==> config.mk <==
export PLATFORM = sky130hd
export DESIGN_NAME = program_loader
export DESIGN_NICKNAME = d
export VERILOG_FILES = /design/src/rtl/program_loader.sv
export SDC_FILE = /design/constraint.sdc
export NUM_CORES = 1
export LEC_CHECK = 0
export CORE_UTILIZATION = 49
export CTS_BUF_LIST = sky130_fd_sc_hd__clkbuf_8
export DETAILED_ROUTE_END_ITERATION = 12
export GPL_TIMING_DRIVEN = 0
export PLACE_DENSITY = 0.8
export SLEW_MARGIN = 15
export SYNTH_ARGS = -nofsm -noshare
export SYNTH_HDL_FRONTEND = slang
export SYNTH_SLANG_ARGS = --single-unit
==> constraint.sdc <==
create_clock -name clk -period 1.65 [get_ports clk]
set_input_delay 0.495 -clock clk [delete_from_list [all_inputs] [get_ports clk]]
set_output_delay 0.495 -clock clk [all_outputs]
set_load 0.01 [all_outputs]
==> src/rtl/program_loader.sv <==
`timescale 1ns/1ps
// -----------------------------------------------------------------------------
// program_loader
//   Writer side of the processor's user memory-load port. A framed byte stream
//   (length byte N, then N program bytes) is written into processor memory as
//   one-cycle write pulses, each followed by one idle cycle. After the last
//   byte the loader holds op high for RUN_CYCLES cycles, then pulses done.
//
//   Optional feature macro: PROGRAM_LOADER_CHECKSUM_EN
//     When defined, one checksum byte (XOR of the program bytes) follows the
//     program. A mismatch sets the sticky error flag and skips the run.
//     When undefined, no checksum byte is expected and error is tied low.
//
// Ports
//   clk       in   rising-edge clock
//   reset     in   asynchronous, active-low reset
//   s_data    in   stream byte (length byte uses the low 8 bits)
//   s_valid   in   s_data valid
//   s_ready   out  loader accepts s_data this cycle
//   mem_data  out  write data to processor in_data
//   mem_addr  out  write address to processor user_address
//   mem_we    out  write strobe to processor user_write_memory
//   op        out  processor run enable
//   busy      out  high in every state except IDLE
//   done      out  one-cycle pulse when the run window ends
//   error     out  sticky checksum mismatch flag
// -----------------------------------------------------------------------------
module program_loader #(
  parameter int          ADDR_W     = 8,
  parameter int          DATA_W     = 8,
  parameter int unsigned START_ADDR = 0,
  parameter int unsigned RUN_CYCLES = 22
) (
  input  logic              clk,
  input  logic              reset,
  input  logic [DATA_W-1:0] s_data,
  input  logic              s_valid,
  output logic              s_ready,
  output logic [DATA_W-1:0] mem_data,
  output logic [ADDR_W-1:0] mem_addr,
  output logic              mem_we,
  output logic              op,
  output logic              busy,
  output logic              done,
  output logic              error
);

  localparam int RUN_W = (RUN_CYCLES > 1) ? $clog2(RUN_CYCLES) : 1;
  localparam logic [ADDR_W-1:0] START = ADDR_W'(START_ADDR);
  localparam logic [RUN_W-1:0]  RUN_LAST = RUN_W'(RUN_CYCLES - 1);

  typedef enum logic [2:0] {
    S_IDLE, S_LOAD, S_WRITE, S_GAP, S_CHECK, S_RUN, S_DONE
  } state_e;

  state_e              state_q, state_d;
  logic [7:0]          count_q, count_d;
  logic [ADDR_W-1:0]   addr_q, addr_d;
  logic [ADDR_W-1:0]   mem_addr_q, mem_addr_d;
  logic [DATA_W-1:0]   mem_data_q, mem_data_d;
  logic [RUN_W-1:0]    run_cnt_q, run_cnt_d;
  logic                ready;
  logic                xfer;
`ifdef PROGRAM_LOADER_CHECKSUM_EN
  logic [DATA_W-1:0]   csum_q, csum_d;
  logic                error_q, error_d;
`endif

  // Handshake is decided from the state alone, so s_ready never drops while
  // s_valid is waiting in the same state. Reset forces it low immediately.
  assign s_ready = ready & reset;
  assign xfer    = s_valid & ready;

  // NOTE: every output of this block is given a default before the case
  // statement; a path that leaves one unassigned would infer a latch.
  always_comb begin
    state_d    = state_q;
    count_d    = count_q;
    addr_d     = addr_q;
    mem_addr_d = mem_addr_q;
    mem_data_d = mem_data_q;
    run_cnt_d  = '0;
    ready      = 1'b0;
    mem_we     = 1'b0;
    op         = 1'b0;
    done       = 1'b0;
`ifdef PROGRAM_LOADER_CHECKSUM_EN
    csum_d     = csum_q;
    error_d    = error_q;
`endif
    unique case (state_q)
      S_IDLE: begin
        ready = 1'b1;
        if (xfer) begin
          count_d = s_data[7:0];
          addr_d  = START;
`ifdef PROGRAM_LOADER_CHECKSUM_EN
          csum_d  = '0;
          error_d = 1'b0;
          // An empty program still carries a checksum byte (expected 0x00).
          state_d = (s_data[7:0] == 8'd0) ? S_CHECK : S_LOAD;
`else
          state_d = (s_data[7:0] == 8'd0) ? S_RUN : S_LOAD;
`endif
        end
      end
      S_LOAD: begin
        ready = 1'b1;
        if (xfer) begin
          mem_data_d = s_data;
          mem_addr_d = addr_q;
`ifdef PROGRAM_LOADER_CHECKSUM_EN
          csum_d     = csum_q ^ s_data;
`endif
          state_d    = S_WRITE;
        end
      end
      S_WRITE: begin
        mem_we  = 1'b1;
        state_d = S_GAP;
      end
      S_GAP: begin
        // Address wraps naturally at 2^ADDR_W.
        addr_d  = addr_q + ADDR_W'(1);
        count_d = count_q - 8'd1;
        if (count_q == 8'd1) begin
`ifdef PROGRAM_LOADER_CHECKSUM_EN
          state_d = S_CHECK;
`else
          state_d = S_RUN;
`endif
        end else begin
          state_d = S_LOAD;
        end
      end
`ifdef PROGRAM_LOADER_CHECKSUM_EN
      S_CHECK: begin
        ready = 1'b1;
        if (xfer) begin
          if (s_data == csum_q) begin
            state_d = S_RUN;
          end else begin
            error_d = 1'b1;
            state_d = S_IDLE;
          end
        end
      end
`endif
      S_RUN: begin
        op = 1'b1;
        if (run_cnt_q == RUN_LAST) begin
          state_d = S_DONE;
        end else begin
          run_cnt_d = run_cnt_q + RUN_W'(1);
        end
      end
      S_DONE: begin
        done    = 1'b1;
        state_d = S_IDLE;
      end
      default: state_d = S_IDLE;
    endcase
  end

  // NOTE: state registers use non-blocking assignments so every flop samples
  // the pre-edge value of its neighbours, independent of statement order.
  always_ff @(posedge clk or negedge reset) begin
    if (!reset) begin
      state_q    <= S_IDLE;
      count_q    <= '0;
      addr_q     <= START;
      mem_addr_q <= '0;
      mem_data_q <= '0;
      run_cnt_q  <= '0;
`ifdef PROGRAM_LOADER_CHECKSUM_EN
      csum_q     <= '0;
      error_q    <= 1'b0;
`endif
    end else begin
      state_q    <= state_d;
      count_q    <= count_d;
      addr_q     <= addr_d;
      mem_addr_q <= mem_addr_d;
      mem_data_q <= mem_data_d;
      run_cnt_q  <= run_cnt_d;
`ifdef PROGRAM_LOADER_CHECKSUM_EN
      csum_q     <= csum_d;
      error_q    <= error_d;
`endif
    end
  end

  assign mem_addr = mem_addr_q;
  assign mem_data = mem_data_q;
  assign busy     = (state_q != S_IDLE);
`ifdef PROGRAM_LOADER_CHECKSUM_EN
  assign error    = error_q;
`else
  assign error    = 1'b0;
`endif

endmodule

==> impl_metrics.tcl <==
set metrics [dict create \
    worst_skew_pair.late_latency_ns 0.30 \
    critPathLaunchType "flop" \
    insertedDiodeCount 0 \
    n_fill_cell 229 \
    grt_max_degree 17 \
    first_global_vias 1877 \
    syn_area_per_cell_um2 11.3 \
    ant_nets 0 \
    start_util_pct 52.5 \
    synth-async-reset-ratio_pct 100 \
    max_stage_delay_ns 0.45 \
    viasPerCell 6.27 \
    ys.flop_type "dfrtp_1" \
    yosysMostFrequentCell "dfrtp_1" \
    placed_cell_area_um2 2350 \
    port_buffers 31 \
    synthXorXnorAreaFrac_pct 1.34 \
    fin_ws_ns -0.280 \
    drive_above_1_share_pct 42.3 \
    synth_top_family_by_area "simple AND/OR/NAND/NOR gates" \
    ys_seq_area_share_pct 50.9 \
    fmax_ghz 0.518 \
    yosys.area_share.simple_pct 18.1 \
    grt_usage_pct 29.5 \
    gp_congestion 0.863 \
    cts_buffers 5 \
    finalSetupViolCount 12 \
    cts_buffer_depth 2 \
    ys_types 49 \
    synth_area_leaders "dfrtp_1 51%, mux2_2 9.7%, mux2i_1 3.6%, ha_1 3.2%, nand2_1 2.7%" \
    area_growth_pct 50.1 \
    antenna_found_initial 0 \
    grt_overflow 0 \
    violations "negative setup slack" \
    cap_violations 0 \
    core_area_um2 3740 \
    cp.arrival_ns 1.43 \
    critical_path_class "reg2out" \
    yosys.area_share.adder_pct 3.18 \
    path_cells "clkbuf_16 -> or3_4 -> buf_6" \
    synth-seq-cells 40 \
    cts_tree "yes" \
    final.setup_skew_ns 0.00641 \
    root_buffer "clkbuf_8" \
    routedWlPerCell_um 21.3 \
    synth_compound_area_share_pct 8.91 \
    dp_hpwl_um 3080 \
    yosysWarnings 0 \
    clk_pin_slew_worst_paths_ns 0.08 \
    path_depth 3 \
    fin_crit_ns 1.93 \
    nNetsFinal 263 \
    hold_viol 0 \
    dr_total_vias 1855 \
    final_cell_area_um2 2950 \
    synth_edf_count 0 \
    num_io_pins 33 \
    yosys.area.top_type "dfrtp_1" \
    hold_path.class "in2async" \
    drc 0 \
    critPathBufInv 2 \
    hold_buffers 0 \
    syn_inst 174 \
    dieArea_um2 4270 \
    worstPathRequired_ns 1.15 \
    wirelength_um 6310 \
    drt_pass1_iterations 5 \
    die-width_um 65.3 \
    rows 22 \
    status "complete, but fails checks" \
    die_y_um 65.3 \
    initialDrtViolationCount 143 \
    path_max_fanout 5 \
    grt_pass1_wl_um 9180 \
    p_per_area_nw_per_um2 1500 \
    syn-cell-area_um2 1970 \
    synthTopCellsByCount "40 x dfrtp_1, 17 x mux2_2, 14 x nand2_1" \
    peakVddDrop_uv 864 \
    cts_max_level 2 \
    synth_mux_area_share_pct 13.3 \
    finalCoreUtilization_pct 78.8 \
    rr_worst_depth 11 \
    synth_fp_nets 190 \
    fin_crit_sh_pct 117 \
    grt_setup_unrepaired "true" \
    slew_violations 0 \
    slowest_stage "dfrtp_2" \
    end_kind "output port" \
    crit_family "flip-flops" \
    yosys.area.top_type_share_pct 50.9 \
    cts.sinks 40 \
    static-leakage-power_nw 1.38 \
]
-- cells in the final DEF (no fill, tap or decap), types with 5 or more instances in the layout --
master,instances
dfrtp_1,38
buf_4,26
buf_6,19
dlygate4sd2_1,18
mux2_2,17
nor2_1,11
nand2_1,10
mux2i_1,7
clkdlybuf4s50_1,7
clkbuf_8,6
nand3_1,5
a21oi_1,5
ha_1,5
-- where the power goes --
part	leakage [nW]	internal, W	switching, W
Combinational	0.817	0.00108	0.00102
Sequential	0.510	0.00130	0.000326
Clock	0.0510	0.000334	0.000367
-- registers in the layout (all words and copies together) (netlist names) --
signal     count
mem_addr       8
run_cnt_q      5
addr_q         8
state_q        3
count_q        8
mem_data       8
-- worst paths after layout --
| check | to | start | slack (ns) |
|---|---|---|---|
| max | busy | state_q[2] | -0.28 |
| min | mem_data[3] | reset | 0.03 |
| max reg2reg | state_q[1] | state_q[2] | -0.10 |
| min reg2reg | addr_q[7] | addr_q[7] | 0.49 |
| max in group asynchronous | run_cnt_q[4] | reset | 1.13 |
| min in group clk | addr_q[7] | addr_q[7] | 0.49 |
-- what timing repair did --
action                                  CTS  global route
endpoints found under the setup margin   52            31
gates resized for setup                  77            32
pin swaps                                11             6
cloned                                    1             0
setup buffers                            28            10
-- cells by family after synthesis --
family | Yosys count
xor+xnor | 3
fa+ha+maj | 5
buf+inv | 16
compound gates | 24
simple gates | 61
flops | 40
mux | 24
other cells | 1
-- through the flow --
stage | cells | setup slack, ns | hold slack (ns) | total power, W | setup TNS [ns]
2_1_floorplan | 174 | 0.0338 | 0.199 | 0.00249 | 0
3_3_place_gp | 253 | -1.91 | 0.459 | 0.00305 | -54.20
3_5_place_dp | 254 | -0.844 | 0.385 | 0.00315 | -21.08
4_1_cts | 291 | -0.291 | 0.0371 | 0.00408 | -1.34
5_1_grt | 296 | -0.292 | 0.0378 | 0.00464 | -2.08
6_report | 296 | -0.280 | 0.0323 | 0.00443 | -1.32
-- metal layers --
metal / part of all wire, % / GRT usage (%) / up-vias
met5: 0 / 0 / -
li1: - / - / 793
met1: 39 / 34.3 / 962
met3: 4.7 / 7.81 / 26
met4: 4.2 / 19.6 / 0
met2: 52 / 47.6 / 74
-- layout make-up --
class                      count  area, um^2  share of cell area, %
timing repair buffer          68         647                   21.9
clock buffer                   6        82.6                   2.80
sequential                    40        1000                   34.0
inverter                       6        25.0                  0.848
tap                           48        60.1                   2.04
clock inverter                 2        10.0                  0.339
buffer                         8        92.6                   3.14
multi-input combinational    118        1030                   34.9
(Power assumes the default switching activity.)
